### config.mk
export PLATFORM = sky130hd
export DESIGN_NAME = exe_stage
export DESIGN_NICKNAME = d
export VERILOG_FILES = /design/src/rtl/cpu_pkg.sv /design/src/rtl/exe_stage_mul_iter.sv /design/src/rtl/exe_stage.sv
export SDC_FILE = /design/constraint.sdc
export NUM_CORES = 2
export LEC_CHECK = 0
export BUFFER_PORTS_ARGS = -buffer_cell sky130_fd_sc_hd__buf_4
export CAP_MARGIN = 20
export CORE_MARGIN = 5
export CORE_UTILIZATION = 40
export DETAILED_ROUTE_END_ITERATION = 8
export GPL_TIMING_DRIVEN = 0
export HOLD_SLACK_MARGIN = 0.12
export PLACE_DENSITY_LB_ADDON = 0.15
export SETUP_SLACK_MARGIN = 0.4
export SYNTH_ARGS = -nofsm -noshare
export SYNTH_HDL_FRONTEND = slang
export SYNTH_HIERARCHICAL = 1
export SYNTH_SLANG_ARGS = --single-unit
### constraint.sdc
create_clock -name clk_i -period 16.3 [get_ports clk_i]
set_input_delay 3.26 -clock clk_i [delete_from_list [all_inputs] [get_ports clk_i]]
set_output_delay 3.26 -clock clk_i [all_outputs]
set_load 0.05 [all_outputs]
### src/rtl/cpu_pkg.sv
// Shared encodings for the execute stage: ALU opcodes, PC select, multiplier FSM states.
package cpu_pkg;

  localparam logic [4:0] ALU_ADD   = 5'd0;
  localparam logic [4:0] ALU_SUB   = 5'd1;
  localparam logic [4:0] ALU_AND   = 5'd2;
  localparam logic [4:0] ALU_OR    = 5'd3;
  localparam logic [4:0] ALU_XOR   = 5'd4;
  localparam logic [4:0] ALU_SLL   = 5'd5;
  localparam logic [4:0] ALU_SRL   = 5'd6;
  localparam logic [4:0] ALU_SRA   = 5'd7;
  localparam logic [4:0] ALU_SLT   = 5'd8;
  localparam logic [4:0] ALU_SLTU  = 5'd9;
  localparam logic [4:0] ALU_PASSB = 5'd10;
  localparam logic [4:0] ALU_MUL   = 5'd11;
  localparam logic [4:0] ALU_MULH  = 5'd12;
  localparam logic [4:0] ALU_MULHU = 5'd13;
  localparam logic [4:0] ALU_BEQ   = 5'd16;
  localparam logic [4:0] ALU_BNE   = 5'd17;
  localparam logic [4:0] ALU_BLT   = 5'd18;
  localparam logic [4:0] ALU_BGE   = 5'd19;
  localparam logic [4:0] ALU_BLTU  = 5'd20;
  localparam logic [4:0] ALU_BGEU  = 5'd21;

  localparam logic [1:0] PC_PLUS4  = 2'd0;
  localparam logic [1:0] PC_BRANCH = 2'd1;
  localparam logic [1:0] PC_JALR   = 2'd2;

  typedef enum logic [1:0] {
    ST_IDLE = 2'd0,
    ST_BUSY = 2'd1,
    ST_DONE = 2'd2
  } mul_state_e;

  function automatic logic is_mul_op(input logic [4:0] op);
    return (op == ALU_MUL) || (op == ALU_MULH) || (op == ALU_MULHU);
  endfunction

endpackage

### src/rtl/exe_stage_mul_iter.sv
// Iterative shift-add multiplier: one multiplier bit per cycle on operand magnitudes,
// sign applied at the end so MULH works on the same unsigned datapath.
//
// state   | meaning
// IDLE    | waiting for start; operands latched on start
// BUSY    | MUL_CYCLES add/shift iterations
// DONE    | product presented for one cycle, then back to IDLE
module mul_iter
  import cpu_pkg::*;
#(
  parameter int MUL_CYCLES = 32
) (
  input  logic        clk_i,
  input  logic        rst_i,
  input  logic        start,
  input  logic [4:0]  op,
  input  logic [31:0] a,
  input  logic [31:0] b,
  input  logic [4:0]  wr,
  input  logic        we,
  output logic        idle,
  output logic        busy,
  output logic        done,
  output logic [31:0] result,
  output logic [4:0]  wr_q,
  output logic        we_q
);

  localparam int CNT_W = $clog2(MUL_CYCLES) + 1;

  mul_state_e       state;
  logic [CNT_W-1:0] count;
  logic [63:0]      acc;
  logic [63:0]      mcand;
  logic [31:0]      mplier;
  logic             sign_q;
  logic [4:0]       op_q;

  logic        is_mulh;
  logic [31:0] mag_a;
  logic [31:0] mag_b;
  logic [63:0] prod;

  // MULH multiplies magnitudes; MUL/MULHU use raw bits (low half of MUL is sign-agnostic)
  assign is_mulh = (op == ALU_MULH);
  assign mag_a   = (is_mulh && a[31]) ? (~a + 32'd1) : a;
  assign mag_b   = (is_mulh && b[31]) ? (~b + 32'd1) : b;

  // multiplier FSM with accumulator, counter and instruction latch
  always_ff @(posedge clk_i or posedge rst_i) begin
    if (rst_i) begin
      state  <= ST_IDLE;
      count  <= '0;
      acc    <= '0;
      mcand  <= '0;
      mplier <= '0;
      sign_q <= 1'b0;
      op_q   <= '0;
      wr_q   <= '0;
      we_q   <= 1'b0;
    end else begin
      case (state)
        ST_IDLE: begin
          if (start) begin
            mcand  <= {32'd0, mag_a};
            mplier <= mag_b;
            acc    <= '0;
            count  <= '0;
            sign_q <= is_mulh & (a[31] ^ b[31]);
            op_q   <= op;
            wr_q   <= wr;
            we_q   <= we;
            state  <= ST_BUSY;
          end
        end
        ST_BUSY: begin
          if (mplier[0]) acc <= acc + mcand;
          mcand  <= mcand << 1;
          mplier <= mplier >> 1;
          count  <= count + 1'b1;
          if (count == CNT_W'(MUL_CYCLES - 1)) state <= ST_DONE;
        end
        ST_DONE: state <= ST_IDLE;
        default: state <= ST_IDLE;
      endcase
    end
  end

  assign prod   = sign_q ? (~acc + 64'd1) : acc;
  assign result = (op_q == ALU_MUL) ? prod[31:0] : prod[63:32];
  assign idle   = (state == ST_IDLE);
  assign busy   = (state == ST_BUSY);
  assign done   = (state == ST_DONE);

endmodule

### src/rtl/exe_stage.sv
// Execute stage: MEM/WB operand forwarding, combinational ALU, branch/jump
// resolution and an iterative multiplier that suspends the front of the pipe.
module exe_stage
  import cpu_pkg::*;
#(
  parameter int MUL_CYCLES = 32
) (
  input  logic        clk_i,
  input  logic        rst_i,
  input  logic [31:0] ext_i,
  input  logic [4:0]  rR1_i,
  input  logic [4:0]  rR2_i,
  input  logic [31:0] rD1_i,
  input  logic [31:0] rD2_i,
  input  logic [31:0] current_pc_i,
  input  logic [1:0]  pc_sel_i,
  input  logic        branch_controler_i,
  input  logic        op_A_sel_i,
  input  logic        op_B_sel_i,
  input  logic [4:0]  alu_opcode_i,
  input  logic [4:0]  wr_i,
  input  logic        regfile_we_i,
  input  logic [4:0]  mem_wr_i,
  input  logic        mem_we_i,
  input  logic [31:0] mem_data_i,
  input  logic [4:0]  wb_wr_i,
  input  logic        wb_we_i,
  input  logic [31:0] wb_data_i,
  output logic [31:0] alu_result_o,
  output logic [31:0] store_data_o,
  output logic [4:0]  wr_o,
  output logic        regfile_we_o,
  output logic        redirect_o,
  output logic [31:0] redirect_pc_o,
  output logic        suspend_o
);

  logic [31:0] fwd_a, fwd_b, op_a, op_b, alu_res, mul_result, jalr_sum;
  logic        cmp, taken, redirect_raw, mul_start;
  logic        mul_idle, mul_busy, mul_done, mul_we_q;
  logic [4:0]  mul_wr_q;

  // operand forwarding; MEM is younger so it wins over WB, x0 never forwards
  always_comb begin
    fwd_a = rD1_i;
    fwd_b = rD2_i;
    if (mem_we_i && mem_wr_i != 5'd0 && mem_wr_i == rR1_i)   fwd_a = mem_data_i;
    else if (wb_we_i && wb_wr_i != 5'd0 && wb_wr_i == rR1_i) fwd_a = wb_data_i;
    if (mem_we_i && mem_wr_i != 5'd0 && mem_wr_i == rR2_i)   fwd_b = mem_data_i;
    else if (wb_we_i && wb_wr_i != 5'd0 && wb_wr_i == rR2_i) fwd_b = wb_data_i;
  end

  assign op_a         = op_A_sel_i ? current_pc_i : fwd_a;
  assign op_b         = op_B_sel_i ? ext_i : fwd_b;
  assign store_data_o = fwd_b;

  // single-cycle ALU; mul and branch opcodes produce zero here
  always_comb begin
    alu_res = '0;
    case (alu_opcode_i)
      ALU_ADD:   alu_res = op_a + op_b;
      ALU_SUB:   alu_res = op_a - op_b;
      ALU_AND:   alu_res = op_a & op_b;
      ALU_OR:    alu_res = op_a | op_b;
      ALU_XOR:   alu_res = op_a ^ op_b;
      ALU_SLL:   alu_res = op_a << op_b[4:0];
      ALU_SRL:   alu_res = op_a >> op_b[4:0];
      ALU_SRA:   alu_res = $unsigned($signed(op_a) >>> op_b[4:0]);
      ALU_SLT:   alu_res = {31'd0, $signed(op_a) < $signed(op_b)};
      ALU_SLTU:  alu_res = {31'd0, op_a < op_b};
      ALU_PASSB: alu_res = op_b;
      default:   alu_res = '0;
    endcase
  end

  // branch condition always on the forwarded register operands
  always_comb begin
    cmp = 1'b0;
    case (alu_opcode_i)
      ALU_BEQ:  cmp = (fwd_a == fwd_b);
      ALU_BNE:  cmp = (fwd_a != fwd_b);
      ALU_BLT:  cmp = ($signed(fwd_a) < $signed(fwd_b));
      ALU_BGE:  cmp = ($signed(fwd_a) >= $signed(fwd_b));
      ALU_BLTU: cmp = (fwd_a < fwd_b);
      ALU_BGEU: cmp = (fwd_a >= fwd_b);
      default:  cmp = 1'b0;
    endcase
  end

  assign taken        = branch_controler_i & cmp;
  assign redirect_raw = ((pc_sel_i == PC_BRANCH) && (!branch_controler_i || taken)) ||
                        (pc_sel_i == PC_JALR);
  assign redirect_o   = redirect_raw & mul_idle;
  assign jalr_sum     = fwd_a + ext_i;

  // redirect target select
  always_comb begin
    redirect_pc_o = current_pc_i + 32'd4;
    case (pc_sel_i)
      PC_BRANCH: redirect_pc_o = current_pc_i + ext_i;
      PC_JALR:   redirect_pc_o = {jalr_sum[31:1], 1'b0};
      default:   redirect_pc_o = current_pc_i + 32'd4;
    endcase
  end

  // a flushed bubble carries regfile_we_i=0 and must not start a multiply
  assign mul_start = mul_idle & is_mul_op(alu_opcode_i) & regfile_we_i;
  assign suspend_o = mul_start | mul_busy;

  mul_iter #(.MUL_CYCLES(MUL_CYCLES)) u_mul (
    .clk_i  (clk_i),
    .rst_i  (rst_i),
    .start  (mul_start),
    .op     (alu_opcode_i),
    .a      (fwd_a),
    .b      (fwd_b),
    .wr     (wr_i),
    .we     (regfile_we_i),
    .idle   (mul_idle),
    .busy   (mul_busy),
    .done   (mul_done),
    .result (mul_result),
    .wr_q   (mul_wr_q),
    .we_q   (mul_we_q)
  );

  assign alu_result_o = mul_done ? mul_result : alu_res;

  // writeback target: latched during DONE because ID/EXE zeroes it while suspended
  always_comb begin
    wr_o         = wr_i;
    regfile_we_o = regfile_we_i;
    if (mul_done) begin
      wr_o         = mul_wr_q;
      regfile_we_o = mul_we_q;
    end else if (mul_busy || mul_start) begin
      wr_o         = '0;
      regfile_we_o = 1'b0;
    end
  end

endmodule

==> implementation parameters <==
Parameter                              Value

STA
  Slew at the pin with the worst max-slew slack    around 1300 ps
  Slew margin rel.    a little over an eighth
  Sum Neg Setup Slack    0 ps
  Final WS setup    ~1200 ps
  Share of the clock period used by the worst path after layout    92.73%
  Setup Viol. Count Final    0
  Max-slew violations    0
  Final Hold Violating Endpoints    0
  Worst clock skew on the final layout    10.94 ps
  Tmin final    15120 ps
  Achievable clock frequency    0.06616 GHz
  Unrepaired setup endpoints after global routing    no

Clock tree
  Number of sinks handled by clock tree synthesis    between 150 and 200
  Library cell used as clock root buffer    clkbuf_16
  Level count of the clock H-tree    4
  Clock slew at the register clock pins of the worst setup and hold paths    roughly 70 ps
  Clk Latency, worst-skew pair    about 460 ps
  Number of buffers added by the clock tree synthesis step    17
  Number of instances resized during post-cts repair    0
  TritonCTS clock tree    built
  Cts-stage hold buffer count    0
  Number of buffers between clock root and the deepest sink    2
  Post-CTS setup buffer count    0

Yosys
  Top cell type by total area after synthesis    dfrtp_1
  Count of flip-flops with a built-in enable after synthesis    0
  Top cell type's share of synthesized area    roughly 15%
  Avg Inst Size Synth    7.318 µm²
  Leading cell types by count after synthesis    nand2_1, o21ai_0, a21oi_1, ha_1, nor2_1
  Sequential fraction of the synthesis area    around 15%
  Cell count after synthesis    roughly 4200
  Nets in the synthesized netlist    between 4000 and 5000
  Number of register bits inferred by synthesis    180
  Netlist cell types    between 100 and 150
  Number of warnings printed during yosys synthesis    6
  Fraction of registers with async set/reset    100.0%
  Dominant synthesized flop cell    dfrtp_1
  Most frequent cell after synthesis    nand2_1
  Post-synthesis cell area    roughly 31000 µm²
  Most area-consuming cells after synthesis    dfrtp_1, ha_1, mux2i_1

Layout
  Fill cell total of the finished layout    between 7000 and 8000
  Non-Filler Instances    5684
  Combined area of the multi-input logic cells    around 25000 µm²
  Core Util, Final    a little under half
  Fraction of layout instances using a drive strength above 1    12.87%
  Final net count    5132
  Sequential cell area    between 4000 and 5000 µm²
  Layout overhead on the synthesized area    16.54%

Global route
  Initial antenna violation count    10
  Total global-route track usage    about two fifths
  Remaining Overflow, GRT    0
  Vias in the first global route    between 30000 and 40000
  Pin count of the biggest net entering global routing    between 100 and 150
  Global-route wire length before repair    around 240000 µm

Outcome
  Outcome    complete, no violations

Pwr
  Net Sw Frac    approximately 54%
  Cell Pwr Density    104.1 nW/µm²
  Switching power    between 2 and 2.5 mW
  Leakage component of the power    approximately 15 nW
  Seq pwr share    ~23%
  Part of the power in the clock network    between 10% and 20%
  Pwr Total    between 3 and 4 mW
  Peak ir drop on the vdd network    approximately 0.000098 V
  Combinational share of power    approximately 65%
  Internal power component    ~1.7 mW

Drt
  Residual DRC    0
  Vias per cell    about 6.6
  Initial DRT Pass Iterations    8
  Met3 Wirelength    18920 µm
  Met2 WL post-DR    72960 µm
  Wirelength per Cell    between 30 and 40 µm
  Routed metal-1 wirelength    69370 µm
  Initial drt markers    slightly above 5000
  Total wirelength of the detailed-routed design    ~170000 µm
  Via count of the routed design    about 37000
  Remaining antenna violation count after routing    0
  Max layer used    met5

Flow run
  Number of max-capacitance violations reported    0

Placed design
  Routability congestion estimate    1.072
  Post-detailed-placement half-perimeter wirelength    143200 µm
  Setup Slack @ Placement    589.9 ps
  Number of placed cells counting well taps    between 5000 and 6000
  Total of buffers placed on input and output ports    around 330

Floorplanning
  Die width    287.6 µm
  Height of the die    around 290 µm
  Full die area    just over 80000 µm²
  Top-level I/O count    between 300 and 400
  Row count    101
  Placeable core region    76200 µm²
  Initial Utilization    between 40% and 50%

Critical path
  Path type of the worst setup path    primary input to output pin
  Worst endpoint data arrival time    between 10000 and 15000 ps
  Type of element launching the critical path    primary input
  Required time at the endpoint of the critical path    approximately 13000 ps
  Max FO, Critical Path    11
  Type of destination of the critical path    output pin

Worst hold path
  Class of the worst hold path    register to register
area by class of cell:
type	count	area share, %
multi-input cells	3583	68.41
flip-flops and latches	180	12.54
repair buffers	404	8.600
well taps	1030	3.588
plain buffers	271	3.145
inverters	178	1.881
clock buffers	22	1.320
clock inverters	10	0.4737
diodes	6	0.04180
power by group through the flow:
stage / clock network (mW) / registers (mW) / logic (mW)
2_1_floorplan: 0 / 0.747 / 1.60
3_3_place_gp: 0 / 0.846 / 2.32
3_5_place_dp: 0 / 0.848 / 2.34
4_1_cts: 0.475 / 0.840 / 2.35
5_1_grt: 0.492 / 0.865 / 2.60
6_report: 0.467 / 0.851 / 2.42
per-layer routing:
metal	GRT usage, %	up-vias
met2	60.49	2410
li1	-	16594
met3	10.02	526
met5	0	-
met1	52.00	17861
met4	20.19	8
sequential cells by signal (all words and copies together), names as in the netlist:
register,count
u_mul/acc,64
u_mul/count,6
u_mul/mcand,64
u_mul/mplier,32
u_mul/op_q,5
u_mul/sign_q,1
u_mul/state,2
u_mul/we_q,1
u_mul/wr_q,5
final timing paths:
| path | startpoint | endpoint | slack, ps | cells after the start |
|---|---|---|---|---|
| max | mem_wr_i[1] | alu_result_o[20] | 1180 | 27 |
| min | u_mul/op_q[1] | u_mul/op_q[1] | 480 | 2 |
| max reg2reg | u_mul/state[1] | u_mul/sign_q | 11920 | 10 |
| min reg2reg | u_mul/op_q[1] | u_mul/op_q[1] | 480 | 2 |
| max in group asynchronous | rst_i | u_mul/mcand[60] | 12480 | 3 |
| min in group asynchronous | rst_i | u_mul/mplier[22] | 2790 | 2 |
metrics by stage:
step                hold slack (ps)  cell area (µm²)
floorplan                     436.9            30820
global placement              458.3            34620
CTS                           474.7            35830
detailed placement            457.2            35190
finish                        476.1            35920
global route                  489.8            35910
cell usage in the layout (no fill, tap or decap), types with 27 or more instances in the layout:
cell      count
nor2b_1      32
xor2_1      123
a221oi_1     56
clkbuf_1    205
a22oi_1      88
nand4_1      40
a21o_1       99
buf_4       391
a21oi_1     310
nor3_1      101
nand2_1     518
xnor2_1     156
mux2i_1     216
o21ai_0     386
or4b_1       28
or3_1        33
o21bai_1     32
nand2b_1     30
a31oi_1      74
a211oi_1     40
and3_1       33
o211ai_1     27
buf_2        44
nor2_1      253
inv_1       170
dfrtp_1     180
nand3_1      80
ha_1        260
o31ai_1      76
cells by family (layout without fill, tap and decap cells):
group,Yosys count,in the layout,synth area share (%)
fa+ha+maj,265,265,10.88
compound gates,1495,1495,31.84
buf+inv,449,885,5.833
mux,249,249,8.460
other cells,0,6,0
xor+xnor,279,279,7.928
flops,180,180,14.61
simple gates,1295,1295,20.45
critical path, stage by stage:
cell and delay, ps:
buf_4 130, or4_1 570, o211ai_1 380, or3_1 160, buf_2 160, a31o_2 220
inv_1 200, mux2i_1 310, buf_6 210, clkbuf_1 550, clkbuf_1 620, clkbuf_1 780
ha_1 250, clkbuf_1 300, o21ai_0 140, a21oi_1 270, nor4b_1 160, o41ai_1 430
clkbuf_2 260, a21oi_1 150, o21ai_0 300, mux2i_1 280, o221ai_1 180, a311oi_1 860
nand4_1 170, a2bb2oi_1 220, buf_4 280
(Power assumes the default switching activity.)
